===== config.mk =====
export PLATFORM = sky130hd
export DESIGN_NAME = i2s_rx_deserializer
export DESIGN_NICKNAME = d
export VERILOG_FILES = /design/src/rtl/i2s_rx_deserializer.sv
export SDC_FILE = /design/constraint.sdc
export NUM_CORES = 1
export LEC_CHECK = 0
export ABC_AREA = 1
export CAP_MARGIN = 10
export CORE_UTILIZATION = 50
export CTS_CLUSTER_SIZE = 24
export DETAILED_ROUTE_END_ITERATION = 8
export GPL_TIMING_DRIVEN = 1
export PLACE_DENSITY = 0.73
export SETUP_SLACK_MARGIN = 0.15
export SKIP_LAST_GASP = 1
export SLEW_MARGIN = 15
export SYNTH_ARGS = -nofsm -noshare
export SYNTH_HDL_FRONTEND = slang
export SYNTH_SLANG_ARGS = --single-unit
export TNS_END_PERCENT = 5

===== constraint.sdc =====
create_clock -name aud_mclk -period 4.25 [get_ports aud_mclk]
set_input_delay 0.85 -clock aud_mclk [delete_from_list [all_inputs] [get_ports aud_mclk]]
set_output_delay 0.85 -clock aud_mclk [all_outputs]
set_load 0.02 [all_outputs]

===== src/rtl/i2s_rx_deserializer.sv =====
// Philips-I2S receiver: oversamples sclk/lrclk/sdata on aud_mclk, recovers left/right words
// and queues them in a small FIFO behind a valid/ready stream.
module i2s_rx_deserializer #(
    parameter  int unsigned DATA_WIDTH = 24,
    parameter  int unsigned FIFO_DEPTH = 4,
    parameter  int unsigned ERR_CNT_W  = 8,
    localparam int unsigned LVL_W      = $clog2(FIFO_DEPTH) + 1
) (
    input  logic                  aud_mclk,
    input  logic                  aud_mrstn,
    input  logic                  en,
    input  logic                  sclk_in,
    input  logic                  lrclk_in,
    input  logic                  sdata_in,
    output logic [DATA_WIDTH-1:0] m_tdata,
    output logic                  m_tuser,
    output logic                  m_tvalid,
    input  logic                  m_tready,
    output logic                  overflow,
    input  logic                  ovf_clr,
    output logic [ERR_CNT_W-1:0]  frame_err_cnt,
    output logic [LVL_W-1:0]      fifo_level
);

    localparam int unsigned PTR_W = $clog2(FIFO_DEPTH);
    localparam int unsigned CNT_W = $clog2(DATA_WIDTH);

    typedef enum logic [1:0] {IDLE, SHIFT, HOLD} state_t;

    state_t                  state_q;
    logic [1:0]              sclk_sync_q, lrc_sync_q, sd_sync_q;
    logic                    sclk_dly_q;
    logic                    lrc_prev_q;
    logic                    chan_q;
    logic [CNT_W-1:0]        bit_cnt_q;
    logic [DATA_WIDTH-2:0]   shift_q;
    logic [ERR_CNT_W-1:0]    err_q;

    logic [DATA_WIDTH:0]     mem_q [FIFO_DEPTH];
    logic [PTR_W-1:0]        wr_ptr_q, rd_ptr_q;
    logic [LVL_W-1:0]        level_q, level_d;
    logic                    ovf_q, ovf_d;

    logic                    rise_c, lrc_c, sd_c, trans_c, last_bit_c;
    logic                    push_c, pop_c, full_c, wr_en_c;
    logic [DATA_WIDTH-1:0]   word_c;

    assign rise_c     = sclk_sync_q[1] & ~sclk_dly_q;
    assign lrc_c      = lrc_sync_q[1];
    assign sd_c       = sd_sync_q[1];
    assign trans_c    = rise_c && (lrc_c != lrc_prev_q);
    assign last_bit_c = (bit_cnt_q == CNT_W'(DATA_WIDTH - 1));
    assign word_c     = {shift_q, sd_c};

    assign push_c  = en && rise_c && !trans_c && (state_q == SHIFT) && last_bit_c;
    assign pop_c   = m_tvalid && m_tready;
    assign full_c  = (level_q == LVL_W'(FIFO_DEPTH));
    // A full FIFO still accepts a push when the head leaves in the same cycle.
    assign wr_en_c = push_c && (!full_c || pop_c);

    // Synchronizers, edge detect and slot framing FSM
    always_ff @(posedge aud_mclk or negedge aud_mrstn) begin
        if (!aud_mrstn) begin
            state_q     <= IDLE;
            sclk_sync_q <= '0;
            lrc_sync_q  <= '0;
            sd_sync_q   <= '0;
            sclk_dly_q  <= 1'b0;
            lrc_prev_q  <= 1'b0;
            chan_q      <= 1'b0;
            bit_cnt_q   <= '0;
            shift_q     <= '0;
            err_q       <= '0;
        end else begin
            sclk_sync_q <= {sclk_sync_q[0], sclk_in};
            lrc_sync_q  <= {lrc_sync_q[0], lrclk_in};
            sd_sync_q   <= {sd_sync_q[0], sdata_in};
            sclk_dly_q  <= sclk_sync_q[1];
            if (rise_c) lrc_prev_q <= lrc_c;

            if (!en) begin
                state_q <= IDLE;
            end else if (rise_c) begin
                case (state_q)
                    SHIFT: begin
                        if (trans_c) begin
                            if (err_q != '1) err_q <= err_q + ERR_CNT_W'(1);
                            chan_q    <= lrc_c;
                            bit_cnt_q <= '0;
                        end else begin
                            shift_q <= word_c[DATA_WIDTH-2:0];
                            if (last_bit_c) state_q <= HOLD;
                            else            bit_cnt_q <= bit_cnt_q + CNT_W'(1);
                        end
                    end
                    default: begin
                        // IDLE and HOLD both (re)start on the one-bit delay slot
                        if (trans_c) begin
                            state_q   <= SHIFT;
                            chan_q    <= lrc_c;
                            bit_cnt_q <= '0;
                        end
                    end
                endcase
            end
        end
    end

    always_comb begin
        level_d = level_q + LVL_W'(wr_en_c) - LVL_W'(pop_c);
        ovf_d   = ovf_q;
        if (push_c && !wr_en_c) ovf_d = 1'b1;
        else if (ovf_clr)       ovf_d = 1'b0;
    end

    // FIFO pointers, occupancy and sticky overflow
    always_ff @(posedge aud_mclk or negedge aud_mrstn) begin
        if (!aud_mrstn) begin
            wr_ptr_q <= '0;
            rd_ptr_q <= '0;
            level_q  <= '0;
            ovf_q    <= 1'b0;
        end else begin
            if (wr_en_c) wr_ptr_q <= wr_ptr_q + PTR_W'(1);
            if (pop_c)   rd_ptr_q <= rd_ptr_q + PTR_W'(1);
            level_q <= level_d;
            ovf_q   <= ovf_d;
        end
    end

    always_ff @(posedge aud_mclk) begin
        if (wr_en_c) mem_q[wr_ptr_q] <= {chan_q, word_c};
    end

    assign m_tvalid      = (level_q != '0);
    assign m_tuser       = m_tvalid ? mem_q[rd_ptr_q][DATA_WIDTH] : 1'b0;
    assign m_tdata       = m_tvalid ? mem_q[rd_ptr_q][DATA_WIDTH-1:0] : '0;
    assign overflow      = ovf_q;
    assign frame_err_cnt = err_q;
    assign fifo_level    = level_q;

endmodule


==> results by group <==
Worst setup path
  • Req. time, crit path: 3400 ps
  • CP peak stage delay: 650 ps
  • Critical Path Source: rd_ptr_q[0]$_DFFE_PN0P_
  • CP max-delay cell: clkdlybuf4s50_1
  • CP bufs+invs: 2
  • Crit. End Element: output port
  • R2R Path End: fifo_level[2]$_DFF_PN0_
  • Startpoint class of the critical path: flop
  • Crit Reg-Reg Startpoint: fifo_level[1]$_DFF_PN0_
  • Top delay family on crit path: buffers and inverters
  • Total stage count of the critical path: 4
  • CP Max Fanout: 50
  • Crit path to: m_tdata[4]
  • Worst-path cell chain: inv_2 -> o21ai_0 -> a21oi_1 -> clkdlybuf4s50_1
  • R2R depth: 8
  • Critical Path AT: 2800 ps
  • Critical path type: reg2out
  • R2r setup slk: 1510 ps

STA
  • Final hold slack: 350 ps
  • Final worst path period need: 3650 ps
  • Actual slew at the worst max-slew pin: 958 ps
  • Setup TNS: 0 ps
  • Unrepaired setup endpoints after global routing: false
  • Slew HR: 35.9%
  • Final Setup Violations: 0
  • Final Hold Fails: 0
  • Setup ws final: 603 ps
  • Count of final max-slew check failures: 0
  • Tcrit/Tclk final: 85.8%
  • Maximum clock rate: 274 MHz
  • Worst Skew: 8.08 ps

CTS
  • Clock buffer depth: 2
  • TritonCTS buffer count: 17
  • CTS tree: built
  • Clock Latency Late Sink: 420 ps
  • TritonCTS Sinks: 155
  • Post-CTS sizing: 0
  • Post-CTS Setup Bufs: 0
  • Clock transition at path regs: 60 ps
  • Cts hold-fix bufs: 0
  • Root buffer cell: clkbuf_16
  • H-tree Lvls: 4

Routing
  • Vias per cell: 5.07
  • Residual DRC count: 0
  • DR vias: 4162
  • DRT iter0 DRCs: 349
  • Remaining antenna violation count after routing: 0
  • WL per Instance: 15.0 um
  • Drt total wl: 12300 um
  • Drt first pass iters: 4

Yosys
  • Syn Nets: 605
  • Largest area contributor in the netlist: edfxtp_1
  • Top cells by area, synth: edfxtp_1, dfrtp_1, nor2_1
  • Top cell type's share of synthesized area: 46.9%
  • YS warnings: 0
  • Post-synth EDFFs: 100
  • Post-synth top cells: nor2_1, nand2_1, edfxtp_1
  • Top FF cell, synth: edfxtp_1
  • Count of cell types in the netlist: 32
  • Syn Area/Cell: 10.9 sq um
  • Async SR Flop Fraction: 35.5%
  • Yosys reg bits: 155
  • Post-Synthesis Cell Area: 6400 sq um
  • Mapped Cells: 588
  • Post-synthesis sequential area ratio: 68.4%
  • Most common cell in the netlist: nor2_1

Die
  • Starting Density: 52.2%
  • Die Y: 115 um
  • IO Pins: 46
  • Core footprint: 12300 sq um
  • Total Die Area: 13300 sq um
  • Chip width: 115 um
  • FP Rows: 40

Run status
  • Status: complete, no violations

Placement
  • Worst slack, placed: 1070 ps
  • Number of I/O port buffers: 45
  • DPL Wire Length: 7330 um
  • GP Congestion: 0.810

Layout
  • Share of cells above drive strength 1: 9.49%
  • Area delta synth->final: 18.9%
  • Antenna Diode Count: 0
  • Filler cell count: 968
  • Final #Nets: 657

Global routing
  • Total Routing Usage GR: 20.6%
  • Met2 Use GR: 35.7%
  • GR Util met1: 24.6%
  • Largest net degree at the start of global routing: 51
  • GRT met3 Usage: 4.64%
  • Antenna violations before repair: 0
  • First-pass GRT wire length: 20300 um
  • GR peak layer: met2
  • Vias in the first global route: 4212
  • GRT overflow: 0

Pwr
  • Leakage: 0.00313 uW
  • P per Cell Area: 644 nW/um^2
  • Worst vdd ir: 0.305 mV

Job
  • Max-cap violations: 0

Min path
  • Worst hold path type: reg2reg
==> cells by family after synthesis <==
kind of cell	count (synthesis)	share of synthesized area, %
buffers and inverters	59	3.91
flip-flops	155	68.4
adder cells (fa/ha/maj)	9	1.88
AO/OA/AOI/OAI	86	6.88
AND/OR/NAND/NOR	269	17.6
XOR/XNOR	10	1.37
==> cells in the final DEF, fill, tap and decap left out, types with 8 or more instances in the layout <==
master           count
nand2_1            116
inv_1               33
xor2_1               8
o21ai_0             53
edfxtp_1           100
ha_1                 8
nand3_1             18
a21oi_1             25
dfrtp_1             55
clkbuf_16           17
buf_4               11
nor2_1             113
clkdlybuf4s50_1     44
==> stage by stage <==
| step | cells | util (%) | cell area [sq um] | power [uW] |
|---|---|---|---|---|
| CTS | 821 | 62.1 | 7610 | 4940 |
| detailed placement | 789 | 57.4 | 7040 | 3490 |
| global route | 821 | 62.1 | 7610 | 5140 |
| finish | 821 | 62.1 | 7610 | 4900 |
| floorplan | 588 | - | 6400 | 2830 |
| global placement | 789 | 57.4 | 7040 | 3450 |
==> worst register-to-register path, cell delays in order, from the launching register on <==
cell,delay (ps)
dfrtp_1,470
nor3_4,810
nor2_1,260
ha_1,360
inv_1,60
ha_1,130
inv_1,50
fa_1,370
xnor2_1,140
==> state kept, by name (all words and copies together) (netlist names), 2 cells and up <==
name,cells
bit_cnt_q,5
fifo_level,3
frame_err_cnt,8
lrc_sync_q,2
mem_q,100
rd_ptr_q,2
sclk_sync_q,2
sd_sync_q,2
shift_q,23
state_q,2
wr_ptr_q,2
==> power by group <==
group | leakage, uW | switching (uW) | internal (uW)
clock network | 0.000270 | 594 | 841
logic | 0.00119 | 958 | 669
registers | 0.00166 | 126 | 1710
total | 0.00313 | 1680 | 3220
==> per-layer routing <==
layer | part of all wire [%] | wire length [um] | vias up
met3 | 4.4 | 540 | 14
li1 | - | - | 2067
met1 | 43 | 5340 | 1988
met2 | 51 | 6300 | 93
met5 | 0 | 0 | -
met4 | 1.2 | 142 | 0
==> how the worst min path moves through the flow <==
stage / from / to / slack [ps] / cells past startpoint
finish: lrc_sync_q[0]$_DFF_PN0_ / lrc_sync_q[1]$_DFF_PN0_ / 350 / 0
floorplan: lrc_sync_q[0]$_DFF_PN0_ / lrc_sync_q[1]$_DFF_PN0_ / 330 / 0
global placement: sclk_sync_q[0]$_DFF_PN0_ / sclk_sync_q[1]$_DFF_PN0_ / 330 / 0
CTS: lrc_sync_q[0]$_DFF_PN0_ / lrc_sync_q[1]$_DFF_PN0_ / 350 / 0
detailed placement: sclk_sync_q[0]$_DFF_PN0_ / sclk_sync_q[1]$_DFF_PN0_ / 340 / 0
global route: lrc_sync_q[0]$_DFF_PN0_ / lrc_sync_q[1]$_DFF_PN0_ / 370 / 0
==> area by class of cell <==
class	instances	area, sq um	area share [%]
Clock buffer	20	457	6.00
Clock inverter	12	115	1.51
Inverter	36	138	1.81
Multi-Input combinational cell	374	1780	23.4
Sequential cell	155	4380	57.5
Tap cell	168	210	2.76
Timing Repair Buffer	56	528	6.94
Note: power is estimated with default switching activity, not from simulation.
